==> src/rtl/lane_word_serializer.sv <==
// Lane word serializer: captures a packed frame of NWORDS words and emits
// them one per handshake, highest-indexed word first, ending on word 0.
//
// Ports:
//   clk, rst_n          clock, asynchronous active-low reset
//   load_valid/ready    frame offer handshake (ready only while idle)
//   load_data           packed frame, word NWORDS-1 in the MSBs
//   out_valid/ready     word handshake toward the downstream stage
//   out_data            current word, muxed from the frame register
//   out_idx, out_last   current word index; last marks word 0
//   flush               synchronous abort back to idle
//   frame_cnt           completed-frame counter, wraps at 256

module lane_word_serializer #(
    parameter int NWORDS = 5,
    parameter int WBITS  = 10
) (
    input  logic                    clk,
    input  logic                    rst_n,
    input  logic                    load_valid,
    output logic                    load_ready,
    input  logic [NWORDS*WBITS-1:0] load_data,
    output logic                    out_valid,
    input  logic                    out_ready,
    output logic [WBITS-1:0]        out_data,
    output logic [2:0]              out_idx,
    output logic                    out_last,
    input  logic                    flush,
    output logic [7:0]              frame_cnt
);

    localparam logic [2:0] IDX_TOP = 3'(NWORDS - 1);

    typedef enum logic {
        IDLE,
        SEND
    } state_t;

    state_t                    state;
    state_t                    state_nx;
    logic [NWORDS*WBITS-1:0]   frame;
    logic [2:0]                idx;
    logic [7:0]                cnt;

    logic                      cap;
    logic                      adv;
    logic                      fin;
    logic [WBITS-1:0]          word;

    // Next-state and datapath strobes.
    // flush dominates every other event in either state.
    always_comb begin
        state_nx = state;
        cap      = 1'b0;
        adv      = 1'b0;
        fin      = 1'b0;
        unique case (state)
            IDLE: begin
                if (!flush && load_valid) begin
                    cap      = 1'b1;
                    state_nx = SEND;
                end
            end
            SEND: begin
                if (flush) begin
                    state_nx = IDLE;
                end else if (out_ready) begin
                    if (idx == 3'd0) begin
                        fin      = 1'b1;
                        state_nx = IDLE;
                    end else begin
                        adv = 1'b1;
                    end
                end
            end
            default: state_nx = IDLE;
        endcase
    end

    always_ff @(posedge clk or negedge rst_n) begin
        if (!rst_n) begin
            state <= IDLE;
        end else begin
            state <= state_nx;
        end
    end

    // Frame register only loads on capture, so it is frozen during SEND.
    always_ff @(posedge clk or negedge rst_n) begin
        if (!rst_n) begin
            frame <= '0;
            idx   <= 3'd0;
            cnt   <= 8'd0;
        end else begin
            if (cap) begin
                frame <= load_data;
                idx   <= IDX_TOP;
            end
            if (adv) begin
                idx <= idx - 3'd1;
            end
            if (fin) begin
                cnt <= cnt + 8'd1;
            end
        end
    end

    // Word select from the registered frame; no path from load_data.
    always_comb begin
        word = '0;
        for (int i = 0; i < NWORDS; i++) begin
            if (idx == 3'(i)) begin
                word = frame[i*WBITS +: WBITS];
            end
        end
    end

    assign load_ready = (state == IDLE);
    assign out_valid  = (state == SEND);
    assign out_last   = (state == SEND) && (idx == 3'd0);
    assign out_data   = word;
    assign out_idx    = idx;
    assign frame_cnt  = cnt;

endmodule

==> config.mk <==
export PLATFORM = sky130hd
export DESIGN_NAME = lane_word_serializer
export DESIGN_NICKNAME = d
export VERILOG_FILES = /design/src/rtl/lane_word_serializer.sv
export SDC_FILE = /design/constraint.sdc
export NUM_CORES = 1
export LEC_CHECK = 0
export BUFFER_PORTS_ARGS = -buffer_cell sky130_fd_sc_hd__buf_2
export CELL_PAD_IN_SITES_DETAIL_PLACEMENT = 1
export CELL_PAD_IN_SITES_GLOBAL_PLACEMENT = 1
export CORE_MARGIN = 5
export CORE_UTILIZATION = 42
export CTS_CLUSTER_DIAMETER = 80
export CTS_CLUSTER_SIZE = 10
export DETAILED_ROUTE_END_ITERATION = 6
export PLACE_DENSITY_LB_ADDON = 0.1
export SLEW_MARGIN = 40
export SYNTH_ARGS = -nofsm -noshare
export SYNTH_HDL_FRONTEND = slang
export SYNTH_SLANG_ARGS = --single-unit
==> constraint.sdc <==
create_clock -name clk -period 1.9 [get_ports clk]
set_input_delay 0.285 -clock clk [delete_from_list [all_inputs] [get_ports clk]]
set_output_delay 0.285 -clock clk [all_outputs]
set_load 0.005 [all_outputs]
==> results of run 1 <==
[repair_timing]
action	CTS	global route
hold buffers	1	0
setup buffers	4	2
cloned	0	1
endpoints found under the hold margin	62	0
gates resized for setup	13	14
setup endpoints to repair	11	11
pin swaps	4	13
[how the worst min path moves through the flow]
stage / to / slack, ns
after floorplan: frame[0]$_DFFE_PN0P_ / -0.01
after global placement: frame_cnt[5]$_DFFE_PN0P_ / 0.33
after detailed placement: frame_cnt[5]$_DFFE_PN0P_ / 0.33
after CTS: frame[31]$_DFFE_PN0P_ / 0.17
after global routing: frame[0]$_DFFE_PN0P_ / 0.17
final: frame[39]$_DFFE_PN0P_ / 0.19
[final cells by class]
cell class | count | area (sq um) | share of cell area
multi-input combinational | 147 | 1423 | 0.3675
sequential | 62 | 1551 | 0.4008
tap | 96 | 120.1 | 0.03103
clock buffer | 11 | 141.4 | 0.03652
clock inverter | 4 | 47.55 | 0.01228
timing repair buffer | 96 | 573.1 | 0.1480
inverter | 4 | 15.01 | 0.003878
[power breakdown]
part / switching (mW) / total, mW / internal (mW)
Combinational: 0.742 / 1.58 / 0.833
Sequential: 0.207 / 1.78 / 1.58
Clock: 0.478 / 1.11 / 0.630
Total: 1.43 / 4.47 / 3.04
[cell usage after synthesis]
cell,instances,area [sq um]
nand3b_1,1,7.510
nor3b_2,1,12.51
and4b_1,2,20.02
nor3b_4,1,18.77
o31ai_1,11,82.58
mux2_2,52,585.6
a211oi_1,1,7.510
dfrtp_1,62,1551
ha_1,6,75.07
a21oi_1,10,50.05
nor3_1,3,15.01
or3_1,1,6.260
nand3_1,3,15.01
nand4_1,3,18.77
nor4_1,1,6.260
or2_2,1,6.260
buf_4,2,15.01
nand2b_1,1,6.260
a311oi_1,1,8.760
buf_6,3,33.78
and3_1,1,6.260
and2_1,1,6.260
a222oi_1,10,100.1
nor2b_1,12,75.07
xnor2_1,4,35.03
nor2_1,5,18.77
buf_1,1,3.750
buf_2,4,20.02
clkbuf_1,3,11.26
inv_1,4,15.01
and3b_1,11,96.34
xor2_1,3,26.28
[routing by layer]
| metal | vias to the layer above | GRT usage | wire (um) |
|---|---|---|---|
| met2 | 61 | 0.2898 | 3687 |
| li1 | 1035 | - | - |
| met5 | - | 0 | 0 |
| met1 | 1102 | 0.2344 | 3530 |
| met4 | 0 | 0.04693 | 32 |
| met3 | 4 | 0.04167 | 366 |
[layout by cell type, fill, tap and decap left out, types with 2 or more instances in the layout]
cell type   n
a21oi_1     4
a21oi_2     6
a222oi_1   10
and3b_1    11
and4b_1     2
buf_12      3
buf_2      78
buf_4      12
buf_6       2
clkbuf_8   10
clkinv_2    2
dfrtp_1    62
ha_1        3
ha_4        2
inv_1       3
mux2_2     52
nand3_1     3
nand4_1     3
nor2_1      5
nor2b_1    11
nor3_1      3
nor3b_4     2
o31ai_1     4
o31ai_2     7
xnor2_1     4
xor2_1      3
[flip-flops by register name (all words and copies together), names as in the netlist]
signal,count
frame,50
out_valid,1
out_idx,3
frame_cnt,8
[cells by family after synthesis]
logic type	count (synthesis)
flops	62
mux	52
simple gates	48
compound gates	33
buf+inv	17
xor+xnor	7
fa+ha+maj	6
[worst max-delay path, stage by stage, from the launching register on]
cell and delay (ns):
dfrtp_1 0.40, buf_4 0.16, ha_4 0.15, nor3b_4 0.15, buf_6 0.15, a222oi_1 0.31
o31ai_1 0.12, buf_2 0.15
==> flow_metrics.tcl, run 1 <==
set metrics [dict create \
    areaGrowthSynthToFinish_pct 30.94 \
    num_rows 30 \
    drc_errors 0 \
    postSynthAreaPerCell_sq_um 13.14 \
    crit_path_end "out_data[8]" \
    worst_hold_slack_ns 0.1891 \
    cts_max_path_buffers 2 \
    worstPathRequired_ns 1.62 \
    h-tree-depth 3 \
    min_path_cells 2 \
    finalNonFillerCells 420 \
    tightest_slew_ns 0.3798 \
    cts_sinks 62 \
    hpwl_mm 5.235 \
    io_buffers 78 \
    status "finished, violations left" \
    antenna_left 0 \
    power-per-cell-area_nw_per_um2 1154 \
    finalSetupTns_ns -2.768 \
    slew_viol_final 0 \
    r2r-end "out_idx[0]$_DFFE_PN0P_" \
    synth.distinct_cells 32 \
    die_y_um 93.90 \
    reg2reg_depth 6 \
    crit_type "flip-flop to primary output" \
    clk_pin_slew_ns 0.07 \
    synth-simple-area-share 0.1134 \
    relSlewSlack 0.7468 \
    layout-drive-gt1-share 0.5710 \
    numCtsBuffers 9 \
    setup_viol 10 \
    die_w_um 93.90 \
    yosys.area_share.adder 0.02539 \
    crit_start "out_idx[1]$_DFFE_PN0P_" \
    drt_iter0_drc 72 \
    r2r-start "out_idx[0]$_DFFE_PN0P_" \
    synth_area_sq_um 2957 \
    synth_cells 225 \
    synth_warnings 0 \
    synth_nets 286 \
    skew_ns 0.004740 \
    yosysSeqAreaShare 0.5248 \
    grt_start_max_net_pins 63 \
    maxCapViolations 0 \
    synth_compound_area_frac 0.08421 \
    hold_violations 0 \
    regToRegSetupSlack_ns 0.24 \
    hold_path_class "primary input to flip-flop" \
    cp-end-kind "primary output" \
    synth_top_family_by_area "multiplexers" \
    ir_drop_uv 575.6 \
    grt_pass1_wl_mm 12.07 \
    violations "setup timing" \
    ys_ff_latch 62 \
    finish.utilization 0.5667 \
    drt_wl_total_mm 7.618 \
    vias 2202 \
    viasPerCell 5.243 \
    fin_ws_ns -0.3118 \
    cts_tree "built" \
    post_drt_wl_per_cell_um 18.14 \
    place_ws_ns -0.1843 \
    io-pin-count 79 \
    antenna_found_initial 0 \
    nets 381 \
    totalPowerFinal_mw 4.466 \
    die-area_sq_um 8817 \
    synth-xor-area-share 0.02074 \
    synthMuxAreaShare 0.1981 \
    crit_fanout 7 \
    dp_cells 397 \
    timing.fmax_ghz 0.4521 \
    stdcell_area_sq_um 3871 \
    period_minus_slack_ns 2.212 \
    min-delay-start "load_data[39]" \
    nFillCells 732 \
    insertion_delay_ns 0.32 \
    rsz0062_at_grt "yes" \
    grt_util_all_layers 0.1767 \
    gp_congestion 0.7701 \
    place_area_sq_um 3503 \
    cp-start-kind "flip-flop" \
    root_buffer "clkbuf_8" \
    period_share 1.164 \
    diodes 0 \
    grt_pass1_vias 2415 \
    initial_core_util 0.4328 \
    drt_first_pass_iters 5 \
    gr-total-overflow 0 \
    cellLeakagePower_nw 1.787 \
    crit_arrival_ns 1.93 \
    placeableCoreArea_sq_um 6832 \
]
No activity file was read; power rests on OpenSTA's default activity.
==> run 2, diff against run 1 <==
--- a/config.mk
+++ b/config.mk
@@ -6,14 +6,12 @@
 export NUM_CORES = 1
 export LEC_CHECK = 0
 export BUFFER_PORTS_ARGS = -buffer_cell sky130_fd_sc_hd__buf_2
-export CELL_PAD_IN_SITES_DETAIL_PLACEMENT = 1
-export CELL_PAD_IN_SITES_GLOBAL_PLACEMENT = 1
 export CORE_MARGIN = 5
-export CORE_UTILIZATION = 42
+export CORE_UTILIZATION = 45
 export CTS_CLUSTER_DIAMETER = 80
 export CTS_CLUSTER_SIZE = 10
 export DETAILED_ROUTE_END_ITERATION = 6
-export PLACE_DENSITY_LB_ADDON = 0.1
+export PLACE_DENSITY = 0.7
 export SLEW_MARGIN = 40
 export SYNTH_ARGS = -nofsm -noshare
 export SYNTH_HDL_FRONTEND = slang
==> run 2 against run 1 <==
Effect of this change: utilization up 3.3 points; clock skew up 0.0024 ns; largest cell class unchanged; global-route usage up 0.32 points; the flow still finishes with violations (setup timing); worst hold slack worse by 0.017 ns; via count up 0.27%; final cell count down 3.6%.
==> flow_metrics.tcl, run 2 (same netlist as run 1, synthesis figures left out) <==
set metrics [dict create \
    place_area_sq_um 3460 \
    cellLeakagePower_nw 1.791 \
    maxCapViolations 0 \
    hold_path_class "primary input to flip-flop" \
    initial_core_util 0.4630 \
    layout-drive-gt1-share 0.5579 \
    crit_type "flip-flop to primary output" \
    cts_sinks 62 \
    clk_pin_slew_ns 0.07 \
    areaGrowthSynthToFinish_pct 29.54 \
    io_buffers 78 \
    ir_drop_uv 637.3 \
    fin_ws_ns -0.2576 \
    drc_errors 0 \
    nFillCells 529 \
    root_buffer "clkbuf_8" \
    worstPathRequired_ns 1.62 \
    grt_start_max_net_pins 63 \
    finish.utilization 0.5997 \
    die-area_sq_um 8291 \
    insertion_delay_ns 0.34 \
    cp-end-kind "primary output" \
    vias 2208 \
    placeableCoreArea_sq_um 6386 \
    worstPathCellList "inv_2 > ha_2 > nor3b_4 > buf_6 > a222oi_1 > o31ai_2 > buf_2" \
    tightest_slew_ns 0.3494 \
    worst_hold_slack_ns 0.1726 \
    gr-total-overflow 0 \
    numCtsBuffers 9 \
    cts_max_path_buffers 2 \
    crit_fanout 5 \
    num_rows 29 \
    power-per-cell-area_nw_per_um2 1135 \
    largest_reg_flops 50 \
    period_minus_slack_ns 2.158 \
    violations "setup timing" \
    crit_arrival_ns 1.87 \
    hpwl_mm 4.877 \
    cts_tree "built" \
    timing.fmax_ghz 0.4635 \
    skew_ns 0.007141 \
    cpPeakStageDelay_ns 0.40 \
    antenna_found_initial 0 \
    totalPowerFinal_mw 4.346 \
    crit_slowest_cell "dfrtp_1" \
    slew_viol_final 0 \
    rsz0062_at_grt "yes" \
    layout_common_cells "buf_2, dfrtp_1, mux2_2" \
    drt_first_pass_iters 6 \
    h-tree-depth 3 \
    hold_violations 0 \
    io-pin-count 79 \
    post_drt_wl_per_cell_um 17.58 \
    status "finished, violations left" \
    regMostFlops "frame" \
    antenna_left 0 \
    nets 385 \
    grt_util_all_layers 0.1799 \
    die_y_um 91.06 \
    period_share 1.136 \
    die_w_um 91.06 \
    diodes 0 \
    grt_pass1_vias 2346 \
    viasPerCell 5.452 \
    drt_iter0_drc 130 \
    setup_viol 10 \
    stdcell_area_sq_um 3830 \
    grt_pass1_wl_mm 11.85 \
    mostFrequentLayoutCell "buf_2" \
    drt_wl_total_mm 7.120 \
    gp_congestion 0.7705 \
    relSlewSlack 0.7670 \
    cp-start-kind "flip-flop" \
]
run 2: cell types whose count changed in the layout (fill, tap and decap cells not counted), moves of 3 or more:
cell / before / now
o31ai_1: 4 / 7
buf_6: 2 / 6
a21oi_2: 6 / 2
o31ai_2: 7 / 4
a21oi_1: 4 / 8
run 2: area by class of cell:
class	instances	area [sq um]	area share
clock buffers	11	151.4	0.03953
clock inverters	4	22.52	0.005880
inverters	4	15.01	0.003920
multi-input cells	147	1388	0.3623
flip-flops and latches	62	1551	0.4051
well taps	77	96.34	0.02516
repair buffers	100	605.6	0.1581
run 2: critical path, delay by kind of cell, from the launching register on:
kind	cells	cell delay, ns
buffers and inverters	3	0.37
AOI/OAI and AO/OA	2	0.43
and+or+nand+nor	1	0.16
adders and majority gates	1	0.20
DFF	1	0.40
run 2: stage by stage:
step,cells,setup TNS (ns),worst slack (ns)
3_5_place_dp,377,-0.9976,-0.1273
5_1_grt,405,-3.512,-0.3993
3_3_place_gp,377,-0.2702,-0.05213
4_1_cts,402,-2.178,-0.2367
2_1_floorplan,225,0,0.1573
6_report,405,-2.147,-0.2576
run 2: what timing repair did:
action	CTS	global route
hold buffers	1	0
cloned	1	0
endpoints found under the setup margin	10	11
endpoints found under the hold margin	62	0
gates resized for setup	22	3
buffers inserted	8	3
pin swaps	15	7
run 2: worst paths after layout:
check	depth (start not counted)	to	start	slack [ns]
max in group asynchronous	3	out_idx[1]$_DFFE_PN0P_	rst_n	1.14
hold reg to reg	1	frame_cnt[7]$_DFFE_PN0P_	frame_cnt[7]$_DFFE_PN0P_	0.47
setup reg to reg	6	frame_cnt[1]$_DFFE_PN0P_	out_idx[1]$_DFFE_PN0P_	0.28
setup / recovery	7	out_data[7]	out_idx[0]$_DFFE_PN0P_	-0.26
min in group asynchronous	3	frame[27]$_DFFE_PN0P_	rst_n	0.49
hold / removal	2	frame[43]$_DFFE_PN0P_	load_data[43]	0.17
run 2: layer usage:
layer,share of wire,global-route usage,vias up
li1,-,-,1044
met1,0.45,0.2386,1082
met2,0.48,0.2782,74
met3,0.059,0.04793,8
met4,0.015,0.07702,0
met5,0,0,-
run 2: report_power, final:
group	internal [mW]	switching, mW	leakage (nW)	total (mW)
clock network	0.530	0.509	0.0910	1.04
logic	0.842	0.690	0.953	1.53
registers	1.57	0.201	0.747	1.78
